File: src/rtl/instruction_fetch_queue_if.sv
// Fetch-stage bus bundle: instruction-memory req/ack, branch redirect and the
// valid/ready head-of-queue port toward decode.
interface instruction_fetch_queue_if;
  logic        imem_req;
  logic [63:0] imem_addr;
  logic        imem_ack;
  logic [31:0] imem_data;
  logic        redirect;
  logic [63:0] redirect_pc;
  logic        out_valid;
  logic        out_ready;
  logic [31:0] out_instr;
  logic [63:0] out_pc;

  modport master (
    output imem_req, imem_addr,
    input  imem_ack, imem_data,
    input  redirect, redirect_pc,
    output out_valid, out_instr, out_pc,
    input  out_ready
  );

  modport slave (
    input  imem_req, imem_addr,
    output imem_ack, imem_data,
    output redirect, redirect_pc,
    input  out_valid, out_instr, out_pc,
    output out_ready
  );
endinterface

File: src/rtl/instruction_fetch_queue.sv
// Fetch stage: owns the fetch PC, keeps one request outstanding to instruction
// memory and buffers returned words with their PCs in a circular FIFO.
module instruction_fetch_queue #(
  parameter int unsigned DEPTH    = 4,
  parameter logic [63:0] RESET_PC = 64'h0
) (
  input logic                       clk,
  input logic                       reset_n,
  instruction_fetch_queue_if.master io_bus
);

  localparam int unsigned PtrW = (DEPTH > 1) ? $clog2(DEPTH) : 1;
  localparam int unsigned CntW = $clog2(DEPTH + 1);
  localparam logic [CntW-1:0] Full = CntW'(DEPTH);

  typedef enum logic [1:0] {StIdle, StReq, StDrain} state_e;

  state_e          r_state, w_state_next;
  logic [63:0]     r_fpc;
  logic [63:0]     r_hold_addr;
  logic [PtrW-1:0] r_wr_ptr, r_rd_ptr;
  logic [CntW-1:0] r_count, w_count_next;
  logic [31:0]     r_instr [DEPTH];
  logic [63:0]     r_pc    [DEPTH];
  logic            w_push, w_pop, w_hold_load;
  logic [63:0]     w_target;

  assign w_target    = io_bus.redirect_pc & ~64'h3;
  assign w_pop       = (r_count != '0) & io_bus.out_ready;
  assign w_push      = (r_state == StReq) & io_bus.imem_ack & ~io_bus.redirect;
  // Redirect while a request waits: keep presenting the old address until acked.
  assign w_hold_load = (r_state == StReq) & io_bus.redirect & ~io_bus.imem_ack;

  always_comb begin
    w_count_next = r_count;
    if (w_push && !w_pop) begin
      w_count_next = r_count + CntW'(1);
    end else if (!w_push && w_pop) begin
      w_count_next = r_count - CntW'(1);
    end
  end

  always_ff @(posedge clk or negedge reset_n) begin
    if (!reset_n) begin
      r_state <= StIdle;
    end else begin
      r_state <= w_state_next;
    end
  end

  always_comb begin
    w_state_next = r_state;
    unique case (r_state)
      StIdle: begin
        if (!io_bus.redirect && (r_count < Full)) w_state_next = StReq;
      end
      StReq: begin
        if (io_bus.redirect) begin
          w_state_next = io_bus.imem_ack ? StIdle : StDrain;
        end else if (io_bus.imem_ack) begin
          w_state_next = (w_count_next < Full) ? StReq : StIdle;
        end
      end
      StDrain: begin
        if (io_bus.imem_ack) w_state_next = StIdle;
      end
      default: w_state_next = StIdle;
    endcase
  end

  always_comb begin
    io_bus.imem_req  = (r_state != StIdle);
    io_bus.imem_addr = (r_state == StDrain) ? r_hold_addr : r_fpc;
  end

  always_ff @(posedge clk or negedge reset_n) begin
    if (!reset_n) begin
      r_fpc       <= RESET_PC;
      r_hold_addr <= RESET_PC;
    end else begin
      if (w_hold_load) r_hold_addr <= r_fpc;
      if (io_bus.redirect) begin
        r_fpc <= w_target;
      end else if (w_push) begin
        r_fpc <= r_fpc + 64'd4;
      end
    end
  end

  always_ff @(posedge clk or negedge reset_n) begin
    if (!reset_n) begin
      r_count  <= '0;
      r_wr_ptr <= '0;
      r_rd_ptr <= '0;
      r_instr  <= '{default: 32'h0};
      r_pc     <= '{default: 64'h0};
    end else if (io_bus.redirect) begin
      // Redirect overrides any same-cycle push or pop.
      r_count  <= '0;
      r_wr_ptr <= '0;
      r_rd_ptr <= '0;
    end else begin
      r_count <= w_count_next;
      if (w_push) begin
        r_instr[r_wr_ptr] <= io_bus.imem_data;
        r_pc[r_wr_ptr]    <= r_fpc;
        r_wr_ptr          <= r_wr_ptr + PtrW'(1);
      end
      if (w_pop) r_rd_ptr <= r_rd_ptr + PtrW'(1);
    end
  end

  assign io_bus.out_valid = (r_count != '0);
  assign io_bus.out_instr = r_instr[r_rd_ptr];
  assign io_bus.out_pc    = r_pc[r_rd_ptr];

endmodule
File: src/flat_wrapper.sv
// flat-port wrapper written by rule: the top's interface ports become plain ports
module instruction_fetch_queue_flat 
#(
  parameter int unsigned DEPTH    = 4,
  parameter logic [63:0] RESET_PC = 64'h0
)
  (clk, reset_n, io_bus_imem_req, io_bus_imem_addr, io_bus_imem_ack, io_bus_imem_data, io_bus_redirect, io_bus_redirect_pc, io_bus_out_valid, io_bus_out_instr, io_bus_out_pc, io_bus_out_ready);
  instruction_fetch_queue_if io_bus_i ();
  input logic clk;
  input logic reset_n;
  output wire logic [$bits(io_bus_i.imem_req)-1:0] io_bus_imem_req;
  output wire logic [$bits(io_bus_i.imem_addr)-1:0] io_bus_imem_addr;
  input wire logic [$bits(io_bus_i.imem_ack)-1:0] io_bus_imem_ack;
  input wire logic [$bits(io_bus_i.imem_data)-1:0] io_bus_imem_data;
  input wire logic [$bits(io_bus_i.redirect)-1:0] io_bus_redirect;
  input wire logic [$bits(io_bus_i.redirect_pc)-1:0] io_bus_redirect_pc;
  output wire logic [$bits(io_bus_i.out_valid)-1:0] io_bus_out_valid;
  output wire logic [$bits(io_bus_i.out_instr)-1:0] io_bus_out_instr;
  output wire logic [$bits(io_bus_i.out_pc)-1:0] io_bus_out_pc;
  input wire logic [$bits(io_bus_i.out_ready)-1:0] io_bus_out_ready;
  assign io_bus_imem_req = io_bus_i.imem_req;
  assign io_bus_imem_addr = io_bus_i.imem_addr;
  assign io_bus_i.imem_ack = io_bus_imem_ack;
  assign io_bus_i.imem_data = io_bus_imem_data;
  assign io_bus_i.redirect = io_bus_redirect;
  assign io_bus_i.redirect_pc = io_bus_redirect_pc;
  assign io_bus_out_valid = io_bus_i.out_valid;
  assign io_bus_out_instr = io_bus_i.out_instr;
  assign io_bus_out_pc = io_bus_i.out_pc;
  assign io_bus_i.out_ready = io_bus_out_ready;
  instruction_fetch_queue #(.DEPTH(DEPTH), .RESET_PC(RESET_PC)) u_core (.clk(clk), .reset_n(reset_n), .io_bus(io_bus_i));
endmodule
File: config.mk
export PLATFORM = sky130hd
export DESIGN_NAME = instruction_fetch_queue_flat
export DESIGN_NICKNAME = d
export VERILOG_FILES = /design/src/rtl/instruction_fetch_queue_if.sv /design/src/rtl/instruction_fetch_queue.sv /design/src/flat_wrapper.sv
export SDC_FILE = /design/constraint.sdc
export NUM_CORES = 1
export LEC_CHECK = 0
export ABC_AREA = 1
export CAP_MARGIN = 20
export CORE_MARGIN = 2
export CORE_UTILIZATION = 55
export CTS_CLUSTER_SIZE = 30
export DETAILED_ROUTE_END_ITERATION = 8
export PLACE_DENSITY = 0.78
export SLEW_MARGIN = 25
export SYNTH_ARGS = -nofsm -noshare
export SYNTH_HDL_FRONTEND = slang
export SYNTH_SLANG_ARGS = --single-unit
File: constraint.sdc
create_clock -name clk -period 2.3 [get_ports clk]
set_clock_uncertainty 0.1 [all_clocks]
set_input_delay 0.46 -clock clk [delete_from_list [all_inputs] [get_ports clk]]
set_output_delay 0.46 -clock clk [all_outputs]
set_load 0.01 [all_outputs]
==> results.md, run 1 <==
- Core area: 42980 µm²
- Seq/Total Area, Yosys: 53.23%
- GRT Residual Overflow: 0
- Worst slew pin tran: 617.0 ps
- Top delay family on crit path: buffers and inverters
- Routed len/inst: 23.09 µm
- Die W: 212.6 µm
- Clock power frac: 22.8%
- Finish-stage setup viols: 155
- Final setup TNS: -35280 ps
- Post-synthesis cell area: 23930 µm²
- Final ANT Viol Nets: 0
- Final hold viol count: 0
- Vias in the first global route: 23590
- Sequential power share: 34.7%
- Slew HR: 58.86%
- Routability Congestion: 0.9715
- Dpl ws: -105.0 ps
- Fin crit share: 117.2%
- Status: finished with violations
- Critical Path Sink: io_bus_out_instr[31]
- CP arrival: 2140 ps
- Root buffer cell: clkbuf_16
- Post-layout minimum cycle time: 2696 ps
- R2r setup slk: 80 ps
- CP startpoint: u_core.r_rd_ptr[0]
- CTS Sinks: 509
- Avg Cell Area, Syn: 7.995 µm²
- Pint: 25.49 mW
- CTS Buf Count: 54
- Htree depth: 2
- Crit path setup slack, layout: -395.6 ps
- Yosys reg bits: 509
- Final Net Count: 3517
- Top cell by count, worst path: buf_12
- Layout cell share with drive strength beyond 1: 24.62%
- Crit. End Element: primary output
- Stages on worst setup path: 6
- Worst EP required: 1740 ps
- Worst reg2reg endpoint: u_core.r_instr[86]
- Residual DRC: 0
- Clk slew on worst S/H paths: 70 ps
- Worst r2r path cells: 12
- RSZ-0062 raised after global routing: true
- Synthesis-to-finish area growth: 39.78%
- Leakage: 15.42 nW
- Pwr Density: 1252 nW/µm²
- Port-buffer cells: 256
- Sw Pwr: 16.40 mW
- Vias per std cell: 6.142
- Synth unique cells: 34
- TritonCTS clock tree: built
- YS warnings: 0
- Max clock buf depth: 3
- CP max FO: 10
- Peak Freq: 371.0 MHz
- Worst r2r src: u_core.r_state[0]
- DIE AREA: 45190 µm²
- Routed Wire Length: 93160 µm
- Initial DRC count: 3149
- Cells after Synth: 2993
- DP HPWL: 54700 µm
- Initial antenna violation count: 1
- Worst hold path type: primary input to flop
- Largest net degree at the start of global routing: 88
- Post-layout util: 77.82%
- Crit path kind: flop to primary output
- Switching share of power: 39.14%
- Slowest-stage cell, CP: dfrtp_4
- Via count: 24780
- Die height: 212.6 µm
- First-pass GRT wire length: 132300 µm
- Clock Latency Late Sink: 620 ps
- Max VDD drop: 0.7680 mV
- Pins Over Slew Limit: 0
- Crit path buf inv count: 4
- Top-level port count: 263
- Comb pwr share: 42.6%
- Worst-path cell chain: inv_12 -> buf_12 -> buf_12 -> o21ai_1 -> o22ai_1 -> buf_2
- DRT Pass-1 Iters: 6
- GR Util All Layers: 38.33%
- Row count: 76
- Failing checks: setup timing
- Worst stage delay on the critical path: 590 ps
- MaxCap Viol Count: 0
- CP Launch Type: flop
- Initial core utilization: 55.67%
- Antenna Cells: 0
[state kept, by name, indices dropped and copies added, names as in the netlist]
signal,cells
u_core.r_instr,128
u_core.r_wr_ptr,2
u_core.r_count,3
u_core.r_hold_addr,62
u_core.r_rd_ptr,2
u_core.r_fpc,62
u_core.r_pc,248
u_core.r_state,2
[layout make-up]
type / count / area, µm²
Sequential cell: 509 / 12740
Multi-Input combinational cell: 2151 / 11560
Fill cell: 2737 / 9534
Timing Repair Buffer: 547 / 5928
Clock buffer: 71 / 1515
Tap cell: 585 / 732.0
Inverter: 144 / 553.0
Clock inverter: 26 / 399.1
Timing Repair inverter: 1 / 11.26
[cell usage after synthesis, drive strengths merged]
cell | count | share of area [%]
and2 | 2 | 0.052
clkbuf | 116 | 1.8
conb | 1 | 0.016
a31oi | 2 | 0.052
inv | 143 | 2.2
nand2 | 778 | 12
clkinv | 1 | 0.016
o221ai | 6 | 0.22
a21boi | 1 | 0.031
nand4 | 11 | 0.29
dfrtp | 509 | 53
o22ai | 98 | 2.6
a21oi | 69 | 1.4
nand3b | 4 | 0.13
ha | 8 | 0.42
nand3 | 53 | 1.1
o21ai | 673 | 14
buf | 76 | 2.1
xor2 | 26 | 0.95
o21bai | 5 | 0.16
nor3 | 4 | 0.084
xnor2 | 2 | 0.073
o211ai | 10 | 0.31
nor2 | 395 | 6.3
[repair_timing]
item,CTS,global route
hold buffers,1,0
resized for setup,1005,335
setup endpoints to repair,158,158
setup buffers,46,29
pin swaps,92,90
gates cloned,23,17
hold endpoints to repair,38,0
[metrics by stage]
stage               cells  instance area, µm²  power (mW)  hold slack [ps]
global placement     3835               28310       27.48            317.6
detailed placement   3835               28310       28.10            320.9
floorplan            2996               23940       20.47            64.41
finish               4034               33450       41.89            146.6
CTS                  3998               31910       38.90            118.5
global route         4034               33450       43.61            154.6
[kinds of logic (layout without fill, tap and decap cells)]
kind of cell	after synthesis	after routing	synth area share, %
other	1	4	0.01567
buffers and inverters	336	789	6.196
and+or+nand+nor	1247	1247	20.26
AOI/OAI and AO/OA	864	864	18.86
adders and majority gates	8	8	0.4183
xor gates and xnor gates	28	28	1.025
DFF	509	509	53.23
[per-layer routing]
layer  share of wire (%)  vias to the layer above  track usage, %
met5                   0                        -               0
met4                 5.8                        0           16.73
met3                 9.8                      377           7.415
met2                  47                     1657           62.36
met1                  37                    12020           50.21
li1                    -                    10720               -
[how the worst min path moves through the flow]
stage,from,to,depth (start not counted)
2_1_floorplan,reset_n,u_core.r_count[0],0
4_1_cts,io_bus_redirect,u_core.r_count[2],3
3_5_place_dp,reset_n,u_core.r_instr[25],1
5_1_grt,io_bus_redirect,u_core.r_count[2],3
3_3_place_gp,reset_n,u_core.r_instr[25],1
6_report,io_bus_redirect,u_core.r_count[2],3
[cell usage in the layout, fill, tap and decap left out, drive strengths merged]
cell,n
a21boi,1
a21oi,69
a31oi,2
and2,2
buf,433
bufinv,9
clkbuf,87
clkdlybuf4s50,96
clkinv,13
clkinvlp,1
conb,4
dfrtp,509
dlygate4sd2,1
dlygate4sd3,1
ha,8
inv,148
nand2,778
nand3,53
nand3b,4
nand4,11
nor2,395
nor3,4
o211ai,10
o21ai,673
o21bai,5
o221ai,6
o22ai,98
xnor2,2
xor2,26
[power by group through the flow]
stage / registers (mW) / clock network [mW] / logic (mW)
after floorplan: 13.3 / 0 / 7.16
after global placement: 13.7 / 0 / 13.8
after detailed placement: 13.8 / 0 / 14.3
after CTS: 14.0 / 9.48 / 15.4
after global routing: 14.7 / 9.88 / 19.0
final: 14.5 / 9.53 / 17.8
[worst register-to-register path: stages, from the launching register on]
cell and delay (ps):
dfrtp_1 400, buf_4 140, buf_4 120, buf_4 140
nand2_1 110, nor2_4 50, nand2_4 110, inv_2 80
buf_12 140, nand2_4 120, buf_4 390, nand2_1 150
o21ai_0 110
Power figures use the tool's default switching activity.
==> inputs of run 2 (changes only) <==
Settings changed: CORE_MARGIN 2 to 4, HOLD_SLACK_MARGIN set to 0.1.
==> run 2 against run 1 <==
The flow still finishes with violations (setup timing). Core utilization shrank 2.1 points. Global-route usage fell by 4.2 points. Clock power shrank 4.5%. Hold slack improved by 73 ps. First-iteration DRC count fell by 5.8%. Count of clock-buffer cells in the layout grew 1. Final area down 2.4%. Largest cell class unchanged.
==> results.md, run 2 (synthesized netlist as in run 1, its figures left out) <==
- Finish-stage setup viols: 152
- Clk slew on worst S/H paths: 60 ps
- Top-level port count: 263
- RSZ-0062 raised after global routing: true
- Layout Cells excl Fill: 4013
- GR Util All Layers: 34.16%
- Row count: 76
- Pwr Density: 1232 nW/µm²
- Placed insts: 3826
- Most flops, register: u_core.r_pc
- Leakage: 15.10 nW
- Design area: 32640 µm²
- Max VDD drop: 1.048 mV
- Htree depth: 2
- Largest net degree at the start of global routing: 125
- Final Net Count: 3495
- Max clock buf depth: 3
- Comb pwr share: 41.4%
- Via count: 24200
- Clock power frac: 22.6%
- Clock Latency Late Sink: 610 ps
- Tot Pwr: 40.22 mW
- Peak Freq: 371.8 MHz
- MaxCap Viol Count: 0
- Max reg flops: 248
- Final ANT Viol Nets: 0
- Routed len/inst: 22.11 µm
- Pint: 24.55 mW
- Status: finished with violations
- Antenna Cells: 0
- Vias per std cell: 6.029
- Slew HR: 61.78%
- Failing checks: setup timing
- Dpl ws: -168.6 ps
- Worst EP required: 1740 ps
- DIE AREA: 46910 µm²
- Core area: 43080 µm²
- Sw Pwr: 15.67 mW
- Top flop regs: u_core.r_pc x248, u_core.r_instr x128
- GRT Residual Overflow: 0
- Worst hold path type: primary input to asynchronous set/reset pin
- Initial DRC count: 2966
- Die height: 216.6 µm
- DRT Pass-1 Iters: 7
- First-pass GRT wire length: 126800 µm
- Root buffer cell: clkbuf_16
- Switching share of power: 38.96%
- Crit path setup slack, layout: -389.6 ps
- Fin crit share: 116.9%
- Worst slew pin tran: 573.3 ps
- CP max FO: 7
- CTS Sinks: 509
- Filler Cell Count: 2892
- Initial core utilization: 55.55%
- Residual DRC: 0
- CP Launch Type: flop
- DP HPWL: 53520 µm
- Post-Place Cell Area: 28160 µm²
- Vias in the first global route: 22910
- Die W: 216.6 µm
- Initial antenna violation count: 0
- Post-layout util: 75.76%
- TritonCTS clock tree: built
- Final hold viol count: 0
- Sequential power share: 36.0%
- Port-buffer cells: 256
- Crit. End Element: primary output
- Commonest non-fill, non-tap cell in the layout: nand2_1
- Synthesis-to-finish area growth: 36.39%
- Routed Wire Length: 88720 µm
- Routability Congestion: 0.9657
- Pins Over Slew Limit: 0
- CTS Buf Count: 53
- Post-layout minimum cycle time: 2690 ps
- CP arrival: 2130 ps
- Layout cell share with drive strength beyond 1: 22.75%
- Final setup TNS: -36640 ps
- Crit path kind: flop to primary output
- Commonest non-fill, non-tap cells in the layout: nand2_1, dfrtp_1, o21ai_0
- Hold WS: 220.1 ps
## run 2: layer usage
| metal | GRT usage, % | vias up | part of all wire (%) | wire, µm |
|---|---|---|---|---|
| met5 | 0 | - | 0 | 0 |
| met4 | 13.70 | 0 | 5.1 | 4557 |
| met3 | 5.959 | 305 | 9.0 | 7980 |
| met2 | 56.16 | 1504 | 48 | 42430 |
| met1 | 45.49 | 11710 | 38 | 33750 |
| li1 | - | 10680 | - | - |
## run 2: path summary, 6_finish.rpt
path	cells after the start	endpoint	slack [ps]	from
setup / recovery	7	io_bus_out_pc[12]	-390	u_core.r_rd_ptr[0]
setup reg to reg	10	u_core.r_fpc[50]	170	u_core.r_fpc[2]
hold / removal	2	u_core.r_pc[10]	220	reset_n
min in group clk	3	u_core.r_fpc[58]	330	io_bus_redirect_pc[58]
hold reg to reg	2	u_core.r_pc[163]	380	u_core.r_pc[163]
max in group asynchronous	3	u_core.r_fpc[54]	1030	reset_n
## run 2: critical path: stages (launching register included)
cell,delay (ps)
dfrtp_4,580
buf_12,180
buf_12,130
buf_12,130
buf_8,130
o21ai_2,120
o22ai_2,100
buf_2,150
## run 2: power by group through the flow
stage	Sequential, mW	Clock (mW)	Combinational, mW
6_report	14.5	9.10	16.7
5_1_grt	14.7	9.55	17.9
4_1_cts	13.8	9.12	14.3
3_5_place_dp	13.8	0	14.1
3_3_place_gp	13.7	0	13.7
2_1_floorplan	13.3	0	7.16
## run 2: final cells by class
type	count	area, µm²	share of cell area [%]
flip-flops and latches	509	12740	39.05
clock inverters	25	322.8	0.9891
multi-input cells	2152	11290	34.59
clock buffers	72	1508	4.620
repair buffers	526	5484	16.80
well taps	585	732.0	2.243
inverters	144	558.0	1.710
## run 2: repair_timing
action,CTS,global route
setup endpoints to repair,158,160
setup buffers,19,43
endpoints found under the hold margin,510,0
resized for setup,682,564
cloned,15,16
hold buffers,2,0
pin swaps,47,99
